$ cat config.mk
export PLATFORM = sky130hd
export DESIGN_NAME = traffic_display_driver_flat
export DESIGN_NICKNAME = d
export VERILOG_FILES = /design/src/rtl/traffic_display_driver_if.sv /design/src/rtl/traffic_display_driver.sv /design/src/flat_wrapper.sv
export SDC_FILE = /design/constraint.sdc
export NUM_CORES = 1
export LEC_CHECK = 0
export ABC_AREA = 1
export CORE_UTILIZATION = 55
export CTS_BUF_LIST = sky130_fd_sc_hd__clkbuf_2
export CTS_CLUSTER_DIAMETER = 200
export DETAILED_ROUTE_END_ITERATION = 8
export PLACE_DENSITY_LB_ADDON = 0.3
export SYNTH_ARGS = -nofsm -noshare
export SYNTH_HDL_FRONTEND = slang
export SYNTH_SLANG_ARGS = --single-unit
$ cat constraint.sdc
create_clock -name clk -period 12.1 [get_ports clk]
set_input_delay 2.42 -clock clk [delete_from_list [all_inputs] [get_ports clk]]
set_output_delay 2.42 -clock clk [all_outputs]
set_load 0.01 [all_outputs]
$ cat src/rtl/traffic_display_driver_if.sv
// Purpose: generator-side inputs and lamp/display outputs of traffic_display_driver.
// Latency: none; this is wiring only.
// Backpressure: none; the inputs are level signals that the driver samples continuously.
// Ports: phase[1:0], count[31:0] from the generator.
//        lamp[3:0], seg[6:0], dig_en[1:0], disp_bcd[7:0], busy from the driver.
interface traffic_display_driver_if;
  logic [1:0]  phase;
  logic [31:0] count;
  logic [3:0]  lamp;
  logic [6:0]  seg;
  logic [1:0]  dig_en;
  logic [7:0]  disp_bcd;
  logic        busy;

  modport master (
    output phase, count,
    input  lamp, seg, dig_en, disp_bcd, busy
  );

  modport slave (
    input  phase, count,
    output lamp, seg, dig_en, disp_bcd, busy
  );
endinterface

$ cat src/rtl/traffic_display_driver.sv
// Purpose: filter the generator's phase/countdown, drive the lamps, and show the count on a muxed two-digit 7-seg.
// Latency: held at edge 2, lamp at edge 3, BCD loaded at edge 3 and committed at edge 11 (edge 0 samples the input).
// Backpressure: none; a change that arrives mid-conversion waits in held and is converted once the engine is idle.
// Ports: clk, reset (async, active-high); bus (slave): phase, count in;
//        lamp {red,left,forward,right}, seg {g..a}, dig_en (01 units / 10 tens), disp_bcd, busy out.
module traffic_display_driver #(
  parameter int SCAN_DIV   = 1000,
  parameter int BLINK_DIV  = 250000,
  parameter int BLINK_SECS = 3
) (
  input  logic                     clk,
  input  logic                     reset,
  traffic_display_driver_if.slave  bus
);

  typedef struct packed {
    logic [1:0]  phase;
    logic [31:0] count;
  } sample_t;

  typedef enum logic [1:0] {IDLE, CONV, DONE} conv_state_t;

  localparam int SW = (SCAN_DIV  > 2) ? $clog2(SCAN_DIV)  : 1;
  localparam int BW = (BLINK_DIV > 2) ? $clog2(BLINK_DIV) : 1;
  localparam logic [SW-1:0] SCAN_MAX  = SW'(SCAN_DIV - 1);
  localparam logic [BW-1:0] BLINK_MAX = BW'(BLINK_DIV - 1);

  // ---------------------------------------------------------------
  // Input capture: two-stage sampler, accept only a value seen on
  // two consecutive clk edges, so a one-cycle glitch never lands.
  // ---------------------------------------------------------------
  sample_t in_smp;
  sample_t s1, s2, held;
  logic    accept;
  logic    phase_chg;

  assign in_smp    = {bus.phase, bus.count};
  assign accept    = (s1 == s2) && (s2 != held);
  assign phase_chg = accept && (s2.phase != held.phase);

  always_ff @(posedge clk or posedge reset) begin
    if (reset) begin
      s1   <= '0;
      s2   <= '0;
      held <= '0;
    end else begin
      s1 <= in_smp;
      s2 <= s1;
      if (accept) held <= s2;
    end
  end

  // The display only has two digits, so clamp the source before conversion.
  logic [6:0] conv_in;
  assign conv_in = (held.count > 32'd99) ? 7'd99 : held.count[6:0];

  // ---------------------------------------------------------------
  // Shift-add-3 BCD converter
  // ---------------------------------------------------------------
  conv_state_t state, n_state;
  logic [6:0]  sr, n_sr;
  logic [7:0]  scratch, n_scratch;
  logic [7:0]  adj;
  logic [2:0]  iter, n_iter;
  logic [6:0]  last_src, n_last_src;
  logic [7:0]  disp_q, n_disp;
  logic        busy_q, n_busy;

  always_ff @(posedge clk or posedge reset) begin
    if (reset) begin
      state    <= IDLE;
      sr       <= '0;
      scratch  <= '0;
      iter     <= '0;
      last_src <= '0;
      disp_q   <= '0;
      busy_q   <= 1'b0;
    end else begin
      state    <= n_state;
      sr       <= n_sr;
      scratch  <= n_scratch;
      iter     <= n_iter;
      last_src <= n_last_src;
      disp_q   <= n_disp;
      busy_q   <= n_busy;
    end
  end

  always_comb begin
    n_state    = state;
    n_sr       = sr;
    n_scratch  = scratch;
    n_iter     = iter;
    n_last_src = last_src;
    n_disp     = disp_q;
    n_busy     = busy_q;
    adj        = scratch;
    case (state)
      IDLE: begin
        // last_src rather than held is compared, so a value that changed
        // during a conversion is picked up here on the next pass.
        if (conv_in != last_src) begin
          n_sr       = conv_in;
          n_scratch  = '0;
          n_iter     = '0;
          n_last_src = conv_in;
          n_busy     = 1'b1;
          n_state    = CONV;
        end
      end
      CONV: begin
        if (adj[3:0] >= 4'd5) adj[3:0] = adj[3:0] + 4'd3;
        if (adj[7:4] >= 4'd5) adj[7:4] = adj[7:4] + 4'd3;
        {n_scratch, n_sr} = {adj[6:0], sr, 1'b0};
        n_iter = iter + 3'd1;
        if (iter == 3'd6) n_state = DONE;
      end
      DONE: begin
        n_disp  = scratch;
        n_busy  = 1'b0;
        n_state = IDLE;
      end
      default: n_state = IDLE;
    endcase
  end

  // ---------------------------------------------------------------
  // Blink timer: restarted on a phase change so each phase opens lit;
  // the phase change takes priority over a coincident wrap.
  // ---------------------------------------------------------------
  logic [BW-1:0] bcnt;
  logic          blink_ph;

  always_ff @(posedge clk or posedge reset) begin
    if (reset) begin
      bcnt     <= '0;
      blink_ph <= 1'b0;
    end else if (phase_chg) begin
      bcnt     <= '0;
      blink_ph <= 1'b0;
    end else if (bcnt == BLINK_MAX) begin
      bcnt     <= '0;
      blink_ph <= ~blink_ph;
    end else begin
      bcnt <= bcnt + BW'(1);
    end
  end

  // ---------------------------------------------------------------
  // Lamps
  // ---------------------------------------------------------------
  logic [3:0] lamp_q, n_lamp;
  logic       arrow_on;

  always_comb begin
    arrow_on = !((held.count <= 32'(BLINK_SECS)) && blink_ph);
    n_lamp   = 4'b1000;
    case (held.phase)
      2'b01:   n_lamp = {1'b0, arrow_on, 2'b00};
      2'b10:   n_lamp = {2'b00, arrow_on, 1'b0};
      2'b11:   n_lamp = {3'b000, arrow_on};
      default: n_lamp = 4'b1000;
    endcase
  end

  always_ff @(posedge clk or posedge reset) begin
    if (reset) lamp_q <= 4'b1000;
    else       lamp_q <= n_lamp;
  end

  // ---------------------------------------------------------------
  // Digit scan: seg and dig_en move together at scan wrap only, so a
  // digit never shows a segment pattern meant for the other one.
  // ---------------------------------------------------------------
  function automatic logic [6:0] seg7(input logic [3:0] d);
    case (d)
      4'd0:    seg7 = 7'h3F;
      4'd1:    seg7 = 7'h06;
      4'd2:    seg7 = 7'h5B;
      4'd3:    seg7 = 7'h4F;
      4'd4:    seg7 = 7'h66;
      4'd5:    seg7 = 7'h6D;
      4'd6:    seg7 = 7'h7D;
      4'd7:    seg7 = 7'h07;
      4'd8:    seg7 = 7'h7F;
      4'd9:    seg7 = 7'h6F;
      default: seg7 = 7'h00;
    endcase
  endfunction

  logic [SW-1:0] scnt;
  logic [1:0]    dig_q, nxt_dig;
  logic [6:0]    seg_q, nxt_seg;

  always_comb begin
    nxt_dig = {dig_q[0], dig_q[1]};
    nxt_seg = seg7(disp_q[3:0]);
    if (nxt_dig == 2'b10) nxt_seg = (disp_q[7:4] == 4'd0) ? 7'h00 : seg7(disp_q[7:4]);
  end

  always_ff @(posedge clk or posedge reset) begin
    if (reset) begin
      scnt  <= '0;
      dig_q <= 2'b01;
      seg_q <= '0;
    end else if (scnt == SCAN_MAX) begin
      scnt  <= '0;
      dig_q <= nxt_dig;
      seg_q <= nxt_seg;
    end else begin
      scnt <= scnt + SW'(1);
    end
  end

  assign bus.lamp     = lamp_q;
  assign bus.seg      = seg_q;
  assign bus.dig_en   = dig_q;
  assign bus.disp_bcd = disp_q;
  assign bus.busy     = busy_q;

endmodule

$ cat src/flat_wrapper.sv
// flat-port wrapper written by rule: the top's interface ports become plain ports
module traffic_display_driver_flat 
#(
  parameter int SCAN_DIV   = 1000,
  parameter int BLINK_DIV  = 250000,
  parameter int BLINK_SECS = 3
)
  (clk, reset, bus_phase, bus_count, bus_lamp, bus_seg, bus_dig_en, bus_disp_bcd, bus_busy);
  traffic_display_driver_if bus_i ();
  input  logic clk;
  input  logic reset;
  input wire logic [$bits(bus_i.phase)-1:0] bus_phase;
  input wire logic [$bits(bus_i.count)-1:0] bus_count;
  output wire logic [$bits(bus_i.lamp)-1:0] bus_lamp;
  output wire logic [$bits(bus_i.seg)-1:0] bus_seg;
  output wire logic [$bits(bus_i.dig_en)-1:0] bus_dig_en;
  output wire logic [$bits(bus_i.disp_bcd)-1:0] bus_disp_bcd;
  output wire logic [$bits(bus_i.busy)-1:0] bus_busy;
  assign bus_i.phase = bus_phase;
  assign bus_i.count = bus_count;
  assign bus_lamp = bus_i.lamp;
  assign bus_seg = bus_i.seg;
  assign bus_dig_en = bus_i.dig_en;
  assign bus_disp_bcd = bus_i.disp_bcd;
  assign bus_busy = bus_i.busy;
  traffic_display_driver #(.SCAN_DIV(SCAN_DIV), .BLINK_DIV(BLINK_DIV), .BLINK_SECS(BLINK_SECS)) u_core (.clk(clk), .reset(reset), .bus(bus_i));
endmodule
==> results of run 1 <==
-- power by group --
part	internal [uW]	leakage, uW	total (uW)	switching [uW]
clock	63.5	0.000132	291	227
sequential	615	0.00232	626	11.1
combinational	19.1	0.00212	39.6	20.5
total	697	0.00457	956	259
-- cell families (layout without fill, tap and decap cells) --
family	count (synthesis)	count (layout)	share of synthesized area
buffers and inverters	132	204	0.0655
xor gates and xnor gates	63	63	0.0673
AOI/OAI and AO/OA	85	85	0.0570
and+or+nand+nor	425	425	0.230
adders and majority gates	19	19	0.0290
DFF	180	180	0.550
muxes	1	1	0.00137
other	0	1	0
-- synth_stat cells, types with 14 or more instances --
| cell type | count |
|---|---|
| sky130_fd_sc_hd__nand3b_1 | 14 |
| sky130_fd_sc_hd__nand2_1 | 210 |
| sky130_fd_sc_hd__dfrtp_1 | 178 |
| sky130_fd_sc_hd__a21oi_1 | 20 |
| sky130_fd_sc_hd__xor2_1 | 38 |
| sky130_fd_sc_hd__o21ai_0 | 51 |
| sky130_fd_sc_hd__xnor2_1 | 25 |
| sky130_fd_sc_hd__inv_1 | 111 |
| sky130_fd_sc_hd__nor2_1 | 65 |
| sky130_fd_sc_hd__nand3_1 | 82 |
| sky130_fd_sc_hd__ha_1 | 19 |
| sky130_fd_sc_hd__nor3_1 | 15 |
-- metrics by stage --
step | instances | utilization
global placement | 1129 | 0.613
floorplan | 905 | -
detailed placement | 1129 | 0.613
global route | 1162 | 0.629
CTS | 1161 | 0.629
finish | 1162 | 0.629
-- state kept, by name, indices dropped and copies added, names as in the netlist, 3 cells and up --
register / cells
u_core.sr: 7
u_core.bus.seg: 7
u_core.scratch: 8
u_core.bcnt: 18
u_core.scnt: 10
u_core.bus.lamp: 4
u_core.iter: 3
u_core.held: 34
u_core.bus.disp_bcd: 8
u_core.s2: 34
u_core.last_src: 7
u_core.s1: 34
-- layout by cell type, fill, tap and decap left out, types with 2 or more instances in the layout --
cell	synthesis	final
sky130_fd_sc_hd__a31oi_1	3	3
sky130_fd_sc_hd__ha_1	19	19
sky130_fd_sc_hd__xor2_1	38	38
sky130_fd_sc_hd__and3_1	2	2
sky130_fd_sc_hd__nor3_1	15	15
sky130_fd_sc_hd__clkbuf_2	0	17
sky130_fd_sc_hd__clkinvlp_4	0	2
sky130_fd_sc_hd__o21ai_0	51	51
sky130_fd_sc_hd__nor2_1	65	64
sky130_fd_sc_hd__clkinv_4	0	3
sky130_fd_sc_hd__nand2_1	210	210
sky130_fd_sc_hd__xnor2_1	25	25
sky130_fd_sc_hd__or2_2	7	7
sky130_fd_sc_hd__nand3_2	3	3
sky130_fd_sc_hd__nand3b_1	14	14
sky130_fd_sc_hd__clkdlybuf4s50_1	0	57
sky130_fd_sc_hd__inv_1	111	110
sky130_fd_sc_hd__buf_4	0	4
sky130_fd_sc_hd__nor4_1	11	11
sky130_fd_sc_hd__dfstp_2	2	2
sky130_fd_sc_hd__o22ai_1	4	4
sky130_fd_sc_hd__dfrtp_1	178	178
sky130_fd_sc_hd__nand4_1	12	12
sky130_fd_sc_hd__inv_6	0	7
sky130_fd_sc_hd__nor2_2	2	3
sky130_fd_sc_hd__nand3_1	82	82
sky130_fd_sc_hd__clkinv_8	0	2
sky130_fd_sc_hd__a21oi_1	20	20
-- cell type report --
cell class	instances	area, sq um	share of cell area
diodes	1	2.50	0.000274
multi-input cells	593	3150	0.345
inverters	111	422	0.0461
repair buffers	61	601	0.0657
flip-flops and latches	180	4510	0.493
well taps	184	230	0.0252
clock buffers	17	85.1	0.00931
clock inverters	15	141	0.0155
-- path summary, 6_finish.rpt --
| check | from | endpoint | slack [ps] | depth (start not counted) |
|---|---|---|---|---|
| setup / recovery | u_core.bus.disp_bcd[1] | bus_disp_bcd[1] | 7750 | 1 |
| hold / removal | u_core.s1[3] | u_core.s2[3] | 420 | 0 |
| setup reg to reg | u_core.held[8] | u_core.sr[2] | 9230 | 14 |
| hold reg to reg | u_core.s1[3] | u_core.s2[3] | 420 | 0 |
| max in group asynchronous | reset | u_core.s1[25] | 8410 | 3 |
| min in group asynchronous | reset | u_core.scnt[5] | 2110 | 2 |
-- per-layer routing --
layer	track usage	routed length (um)
met1	0.304	7090
met2	0.327	6980
met3	0.0481	539
met4	0.0707	190
met5	0	0
==> impl_summary.md, run 1 <==
Pwr
Summed over all cells, the static leakage comes to 0.00457 uW. Overall power consumption after layout is estimated at 956 uW. The ratio of total power to cell area is 105 mW/mm^2. IR analysis of the VDD net gives a maximum drop of 0.0821 mV.

STA
The count of endpoints failing hold in the final timing report is 0. At the pin with the least slew margin, the transition time is 1040 ps. Between clock sinks in the finished design, the worst skew comes to 32.6 ps. The period utilization is 0.359. The highest achievable clock rate is 0.230 GHz.

Setup repair after global routing left no endpoint under its margin. The setup TNS after final layout is 0 ps. Setup violations remaining at the end of the flow were counted as 0. The count of pins over their slew limit is 0. In the post-route analysis, the smallest setup slack over all paths is 7750 ps. The worst slew margin relative to its limit is 0.304.

Subtracting the final worst setup slack from the clock period gives 4350 ps. Across all hold checks on the routed design, the worst slack comes to 419 ps.

Die
The total area inside the core boundary comes to 0.0145 sq mm. The die covers 0.0154 sq mm. The initial core utilization is 0.564. 58 I/O pins were placed. From left edge to right edge, the die measures 124 um.

In this run the core area contains 44 standard-cell rows. From bottom edge to top edge, the die measures 124 um.

Final layout
The filler cells instantiated in the layout total 1284. At the end of the flow, the number of nets in the layout was 1019. The share of final-layout standard cells stronger than drive strength 1 is 0.0563. After routing the design area is 0.00914 sq mm. The area growth from synthesis to layout is 11.6%.

Logic synthesis
The count of yosys warnings during synthesis is 0. The synthesized design spends more area on one cell type than any other, namely sky130_fd_sc_hd__dfrtp_1. Counting flops and latches in the post-synthesis netlist gives 180.

The cell count after synthesis came out at 905. The sequential share of the synthesized area is 0.550. Yosys mapped the design onto 35 distinct sky130hd cell types. The number of synthesized flops with an enable pin is 0. The most used flip-flop cell after synthesis is sky130_fd_sc_hd__dfrtp_1. After synthesis the cells add up to 0.00819 sq mm. Synthesis produced a netlist with a net count of 960. The share of the synthesized area in the top cell type is 0.544. The share of flip-flops with an asynchronous set or reset is 1.00. Averaged over all synthesized cells, the footprint is 9.05 sq um. Ranked by total cell area, the synthesized netlist is headed by sky130_fd_sc_hd__dfrtp_1 (54%), sky130_fd_sc_hd__nand2_1 (9.6%), sky130_fd_sc_hd__inv_1 (5.1%), sky130_fd_sc_hd__nand3_1 (5.0%), sky130_fd_sc_hd__xor2_1 (4.1%).

Routing
In the routed layout, each cell is associated on average with a via count of 5.15. The DRC violation count after routing is 0. After detailed routing, the average wire length per cell comes to 12.7 um.

The final wirelength is 14800 um. The post-detailed-route count of antenna-violating nets is 0. Detailed routing inserted a total of 5990 vias. The number of iterations in the first detailed-routing pass is 4. For this block, the initial DRC count from the detailed router was 397.

Clock tree
The clock tree from TritonCTS is built. For this design, the sink count on the clock tree is 180. CTS built an H-tree with a depth of 4. The buffers inserted during post-CTS setup optimization is 0. The count of hold buffers inserted by post-cts repair is 0. The clock network latency to the later pin of the worst-skew pair is 790 ps. The post-cts sizing count is 0. After clock tree synthesis, the clock-pin slew on the worst setup and hold paths is 280 ps. The tree is rooted in a sky130_fd_sc_hd__clkbuf_2. The largest buffer count on any clock path is 2. The number of clock buffers inserted by TritonCTS is 17.

Worst setup path
Of all nets on the critical path, the largest fanout is 8. The critical setup path kind is reg2out. STA classifies the critical path startpoint as a flip-flop. For this run, the slowest stage of the critical path takes 580 ps. Walking the worst path, the cells encountered are clkdlybuf4s50_1. STA puts the critical path data arrival time at 1930 ps. STA classifies the critical path endpoint as an output port. For the worst setup path, the data required time is 9680 ps.

The cell class contributing the biggest share of worst-path delay is buffers and inverters. The slowest stage of the critical path belongs to the cell sky130_fd_sc_hd__clkdlybuf4s50_1. The combined buffer and inverter count along the critical path is 1.

Placed design
The total half-perimeter wirelength after legalization and detailed placement is 10400 um. The count of buffers added on input and output ports is 57. The final RePlAce weighted congestion is 0.882. The placed instances occupy a cell area of 0.00891 sq mm.

The worst setup timing slack at the placement stage is 7450 ps.

Hold path
The kind of path behind the tightest hold check is reg2reg.

Global routing
The first global-routing pass estimated 25200 um of wire. The pin count of the biggest net entering global routing is 96. For this run, the total global-route usage over all layers was measured as 0.214.

The initial antenna violation count is 1. The leftover overflow at the end of global routing is 0. The number of global-route vias before repair is 5366.

Run status
The flow ran to the end, and the final reports show no timing, DRC or antenna violations.

Job
Max-cap violations in this run came to 0.
Note: power is estimated with default switching activity, not from simulation.
==> run 2, diff against run 1 <==
Clock period 12.1 ns to 3.9 ns, I/O delays scaled along.
==> run 2 against run 1 <==
Compared with the run above: clock power increased to 3.4 times the previous value; sequential cell count did not move; worst setup slack worse by 6500 ps; cell count rose by 0.26%; hold slack worse by 38 ps; power grew to 3.2 times the previous value; register-to-register slack worse by 7800 ps.
==> impl_summary.md, run 2 (synthesis gave the netlist of run 1 again) <==
Worst setup path
The critical path required time is 3120 ps. On the critical path the largest part of the delay comes from buffers and inverters. The worst setup path is captured at an output port. In this run the number of cells on the critical path is 1.

The worst-case register-to-register setup slack is 1410 ps. The critical-path cell with the highest stage delay is sky130_fd_sc_hd__clkdlybuf4s50_1. Along the worst path, the maximum fanout reaches 8.

By startpoint and endpoint, the worst setup path is classified as reg2out. The number of cells traversed by the worst register-to-register path is 14. The startpoint of the most critical register-to-register path is u_core.held[8]. Counting both buffers and inverters, the worst setup path holds a total of 1. The data arrival time at the worst-slack endpoint is 1870 ps.

The critical path goes through clkdlybuf4s50_1. The kind of launch point of the worst setup path is a flip-flop. The largest single stage delay on the critical path is 590 ps. The worst register-to-register path ends at u_core.sr[5].

Clock tree
Gates resized during post-CTS repair numbered 0. The buffers inserted during post-CTS setup optimization is 0. Clock tree synthesis found a total of 180 sinks.

In this run the deepest clock path goes through 2 buffers. The clock-pin transition on the worst setup and hold timing paths is 290 ps. At the later pin of the worst-skew pair, clock insertion delay measures 760 ps.

The clock tree from TritonCTS is built. The tree is rooted in a sky130_fd_sc_hd__clkbuf_2. The number of hold buffers added after CTS was 0. The H-tree generated during clock tree synthesis spans 4 levels. In this run, CTS created clock tree buffers numbering 17.

Routing
The final layout contains routed wiring with a total length of 15200 um. The via density per instance is 5.12. The post-detailed-route count of antenna-violating nets is 0. The number of iterations in the first detailed-routing pass is 5.

Dividing the detail-routed wire length by the instance count gives 13.0 um. After the first detailed-routing iteration, the DRC count stood at 355. For this run, design rule violations remaining after detail routing come to 0. Summing over every cut layer, the via total after detailed routing is 5962.

Pwr
The maximum VDD drop is 0.299 mV. The net switching fraction of the power is 0.253. The clock network fraction of total power is 0.325. The sequential share of power is 0.633. The combinational share of power is 0.042. Summing internal, switching and leakage power gives 3070 uW. For this design the static power due to leakage is 0.00462 uW. The internal power of the cells totals 2290 uW.

The ratio of total power to cell area is 333 mW/mm^2. The analysis attributes to net switching a power of 776 uW.

Die
The initial core utilization is 0.564. For this design the top-level I/O count stands at 58. The chip height is 124 um. The die covers 0.0154 sq mm.

The site row count is 44. The width of the die is 124 um. In this run the standard cell core region covers 0.0145 sq mm.

STA
The count of pins over their slew limit is 0. Once routing completed, OpenROAD measured the worst setup slack at 1250 ps. The setup TNS after final layout is 0 ps. Dividing the final minimum period by the clock period gives 0.680.

The worst slew margin relative to its limit is 0.446. The count of endpoints failing hold in the final timing report was 0. The maximum clock skew at final layout is 40.7 ps.

The transition at the pin with the smallest max-transition slack is 823 ps. Timing would allow up to 0.377 GHz. Setup repair after global routing left no endpoint under its margin. Setup violations remaining at the end of the flow were counted as 0.

The final critical path time including I/O delays and setup is 2650 ps.

Placed design
The cell area after placement is 0.00897 sq mm. The final RePlAce weighted congestion is 0.865. Buffers placed on the I/O ports in this run total 57. Detailed placement ended at an HPWL of 10800 um.

At the placement stage, the worst setup path has a slack of 1480 ps.

Final layout
In the final layout, the share of cells above drive strength 1 is 0.0601. The post-route standard cell area excluding fillers is 0.00922 sq mm. Leaving out fill and tap cells, the most frequent cells in the layout are sky130_fd_sc_hd__nand2_1 (210), sky130_fd_sc_hd__dfrtp_1 (178), sky130_fd_sc_hd__inv_1 (110).

The leading cell type in the layout, fill and taps excluded is sky130_fd_sc_hd__nand2_1. The post-synthesis to final-layout area growth is 12.5%. The largest registers in the layout are u_core.held (34), u_core.s1 (34), u_core.s2 (34). 0 antenna diodes ended up in the layout.

In the final design database the tool counted 1023 nets.

Run status
The flow ran to the end, and the final reports show no timing, DRC or antenna violations.

Hold path
The kind of path behind the tightest hold check is in2async.

Global routing
The number of global-route vias before repair is 5573. After global routing the overflow that remains totals 0. The first-pass GRT wire length is 25800 um. The all-layer global routing usage is 0.219. The initial antenna violation count is 0. The pin count of the biggest net entering global routing is 73.

Job
The max-cap violation count is 0.
-- run 2: final cells by class --
type,instances,area [sq um]
clock buffers,18,90.1
flip-flops and latches,180,4510
clock inverters,14,161
repair buffers,65,656
well taps,184,230
inverters,111,420
multi-input cells,593,3150
fillers,1270,5320
-- run 2: per-layer routing --
metal	GRT usage	up-vias	wire, um
met5	0	-	0
met1	0.298	2810	7150
met2	0.352	113	7220
met3	0.0472	20	560
met4	0.0632	0	221
li1	-	3019	-
-- run 2: metrics by stage --
stage	hold WS, ps	utilization	instances
floorplan	354	-	905
detailed placement	363	0.617	1133
global placement	361	0.617	1133
CTS	331	0.634	1165
global route	327	0.634	1165
finish	381	0.634	1165
-- run 2: worst reg2reg max path, stage by stage (launching register included) --
cell and delay [ps]:
sky130_fd_sc_hd__dfrtp_1 470, sky130_fd_sc_hd__nor2_1 110, sky130_fd_sc_hd__nand2_1 80, sky130_fd_sc_hd__nor2_2 140, sky130_fd_sc_hd__nand3_2 100, sky130_fd_sc_hd__nor2_4 250
sky130_fd_sc_hd__nand2_1 140, sky130_fd_sc_hd__nand2_1 80, sky130_fd_sc_hd__nand2_1 40, sky130_fd_sc_hd__nor2_1 90, sky130_fd_sc_hd__nand2_1 100, sky130_fd_sc_hd__o21bai_4 350
sky130_fd_sc_hd__buf_4 280, sky130_fd_sc_hd__nand3_1 100, sky130_fd_sc_hd__nand2_1 100
-- run 2: worst max path at each step --
stage	startpoint	to
finish	u_core.bus.disp_bcd[1]	bus_disp_bcd[1]
global route	u_core.held[8]	u_core.sr[5]
CTS	u_core.bus.disp_bcd[1]	bus_disp_bcd[1]
detailed placement	u_core.held[18]	u_core.sr[1]
global placement	u_core.held[23]	u_core.sr[6]
floorplan	reset	u_core.bcnt[0]
-- run 2: power by group through the flow --
stage	Sequential [uW]	Clock (uW)	Combinational (uW)
floorplan	1960	0	71.3
global placement	1970	0	130
detailed placement	1970	0	132
CTS	1940	1030	132
global route	1950	1110	145
finish	1940	997	128
==> run 3, diff against run 2 <==
Clock period 3.9 ns to 2.4 ns, I/O delays scaled along.
==> run 3 against run 2 <==
Compared with the run above: clock skew grew 3.5 ps; power grew 63%; die area is the same; critical path depth grew 15; worst setup slack lost 1200 ps; non-clock buffer count grew 37; via count grew 3.2%; sequential share of layout area shrank 2.3 points; final area grew 5.1%; combinational power grew 79%; first-iteration DRC count grew 6.5%; sequential power grew 62%; critical path type is now reg2reg; highest routed layer unchanged.
==> impl_summary.md, run 3 (synthesis gave the netlist of run 1 again) <==
Run status
The flow ran to the end, and the final reports show no timing, DRC or antenna violations.

Routing
The detailed router placed 6154 vias in this run. The average wire per cell in the routed design is 13.2 um. The post-detailed-route count of antenna-violating nets is 0. In the routed layout, each cell is associated on average with a via count of 5.12.

The DRC violation count after routing is 0. For this block, the initial DRC count from the detailed router was 378. Before antenna repair, the detailed router went through 5 iterations.

The routed design has 15900 um of wire.

STA
The worst path meets setup with 36.8 ps of slack. Hold timing on the final database bottoms out at a slack of 101 ps. Setup repair after global routing could not meet its margin everywhere. The count of endpoints failing hold in the final timing report came to 0.

The transition at the pin with the smallest max-transition slack is 901 ps. The routed design could run at a clock period as short as 2360 ps. For this run, the top clock speed supported by timing is 0.423 GHz. The final count of negative-setup-slack endpoints is 0. Headroom to the max-slew limit came out at 0.399.

In the finished design, the share of the clock period the worst path needs comes to 0.985. The setup TNS after final layout is 0 ps. The count of pins over their slew limit was 0. The maximum clock skew at final layout is 44.2 ps.

Final layout
In the layout the commonest cells are sky130_fd_sc_hd__nand2_1 (203), sky130_fd_sc_hd__dfrtp_1 (173), sky130_fd_sc_hd__inv_1 (110). The sequential cells in the finished layout cover a total of 0.00451 sq mm. Once layout is complete, the utilization of the core stands at 0.667. The number of standard cells in the layout, taps in and fillers out is 1201. Compared with the post-synthesis result, the final layout area differs by 18.3%. The combined area of the multi-input logic cells is 0.00324 sq mm. The count of nets after finishing is 1060. The leading cell type in the layout, fill and taps excluded is sky130_fd_sc_hd__nand2_1. The largest registers in the layout are u_core.held (34), u_core.s1 (34), u_core.s2 (34).

The number of antenna diodes in the final layout is 0. Counting the fill cells in the layout gives 1144. The share of final-layout standard cells stronger than drive strength 1 is 0.106.

Pwr
The analysis attributes to cell leakage a power of 0.00485 uW. Of the total power, the share spent switching nets is 0.252. The share of total power dissipated in sequential elements is 0.632.

In this run the power density over the cells is 515 mW/mm^2. For this design the total switching power over the nets is 1260 uW. The internal power of the cells totals 3730 uW. The clock network fraction of total power is 0.322.

IR analysis of the VDD net gives a maximum drop of 0.477 mV. The combinational share of power is 0.046.

Clock tree
The number of clock buffers inserted by TritonCTS is 17. The clock-pin transition on the worst setup and hold timing paths is 280 ps. Clock tree synthesis found a total of 180 sinks. The clock network latency to the later pin of the worst-skew pair is 770 ps. The tree is rooted in a sky130_fd_sc_hd__clkbuf_2. The clock tree from TritonCTS is built.

In this run the number of H-tree levels came out at 4. No sink is reached through more buffers than the 2 on the longest clock path.

Die
The die covers 0.0154 sq mm. The initial core utilization is 0.564. The floorplan step set the die height to 124 um. The die is 124 um wide. After floorplanning, the core was divided into 44 placement rows.

The core outline area is 0.0145 sq mm. During I/O placement, the number of pins put on the boundary was 58.

Placed design
The HPWL after detailed placement is 11000 um. Routability-driven placement finished with a final weighted congestion of 0.860. In this run the tool buffered the top-level ports with 57 buffer cells. OpenSTA, run right after detailed placement, puts the worst setup slack at 133 ps. After detailed placement, the design holds a cell count of 1142.

Worst setup path
STA puts the critical path data required time at 3090 ps. STA classifies the critical path endpoint as a flip-flop. Data arrives at the worst endpoint at 3050 ps.

The kind of launch point of the worst setup path is a flip-flop. The highest net fanout along the worst path is 7. The critical setup path kind is reg2reg.

Hold path
The kind of path behind the tightest hold check is in2reg.

Job
The max-cap violation count is 0.

Global routing
The first global-routing pass estimated 26200 um of wire. Global routing finished with a remaining overflow of 0. The initial antenna violation count is 0.

The all-layer global routing usage is 0.222. The number of global-route vias before repair is 5725. The pin count of the biggest net entering global routing is 49.
run 3: worst paths after layout:
kind                            startpoint                 to  slack (ps)  depth (start not counted)
max                        u_core.held[11]  u_core.scratch[4]          40                         16
min                          bus_count[23]      u_core.s1[23]         100                          1
max reg2reg                u_core.held[11]  u_core.scratch[4]          40                         16
min reg2reg                   u_core.s1[6]       u_core.s2[6]         410                          0
max in group asynchronous            reset       u_core.s2[3]        1790                          4
min in group asynchronous            reset      u_core.s1[21]         150                          3
run 3: layer usage:
layer	vias to the layer above	wire [um]	GRT usage
met4	0	153	0.0670
met1	2925	7420	0.295
met3	12	593	0.0458
li1	3095	-	-
met5	-	0	0
met2	122	7710	0.367
run 3: final cells by class:
class,count,share of cell area
Timing Repair Buffer,102,0.107
Sequential cell,180,0.466
Clock inverter,14,0.0169
Inverter,111,0.0434
Tap cell,184,0.0238
Clock buffer,17,0.00878
Multi-Input combinational cell,593,0.334
run 3: critical path, cell delays in order (launching register included):
cell and delay (ps):
sky130_fd_sc_hd__dfrtp_1 450, sky130_fd_sc_hd__nor2_1 100, sky130_fd_sc_hd__nand2_1 110, sky130_fd_sc_hd__nor2_4 150, sky130_fd_sc_hd__nand3_2 100, sky130_fd_sc_hd__nor2_4 180
sky130_fd_sc_hd__buf_12 140, sky130_fd_sc_hd__nand2_2 60, sky130_fd_sc_hd__nand2_1 70, sky130_fd_sc_hd__nand2_1 40, sky130_fd_sc_hd__nor2_1 80, sky130_fd_sc_hd__nand2_1 110
sky130_fd_sc_hd__o21bai_4 230, sky130_fd_sc_hd__buf_4 160, sky130_fd_sc_hd__clkbuf_16 130, sky130_fd_sc_hd__nand3_1 60, sky130_fd_sc_hd__nand2_1 100
run 3: power by group through the flow:
stage                     sequential, uW  combinational [uW]  clock (uW)
after CTS                           3150                 225        1650
after global routing                3160                 257        1790
after global placement              3200                 222           0
after detailed placement            3200                 224           0
final                               3150                 229        1610
after floorplan                     3190                 116           0
run 3: what timing repair did:
action,in CTS,in global routing
endpoints found under the hold margin,0,7
setup endpoints to repair,5,65
buffers inserted,0,19
cloned,0,2
gates resized for setup,5,24
hold buffers,0,7
pin swaps,0,21
run 3: through the flow:
stage,power (uW),instance area [sq um]
final,4990,9690
after global placement,3420,9070
after detailed placement,3430,9070
after global routing,5210,9690
after CTS,5030,9320
after floorplan,3310,8200
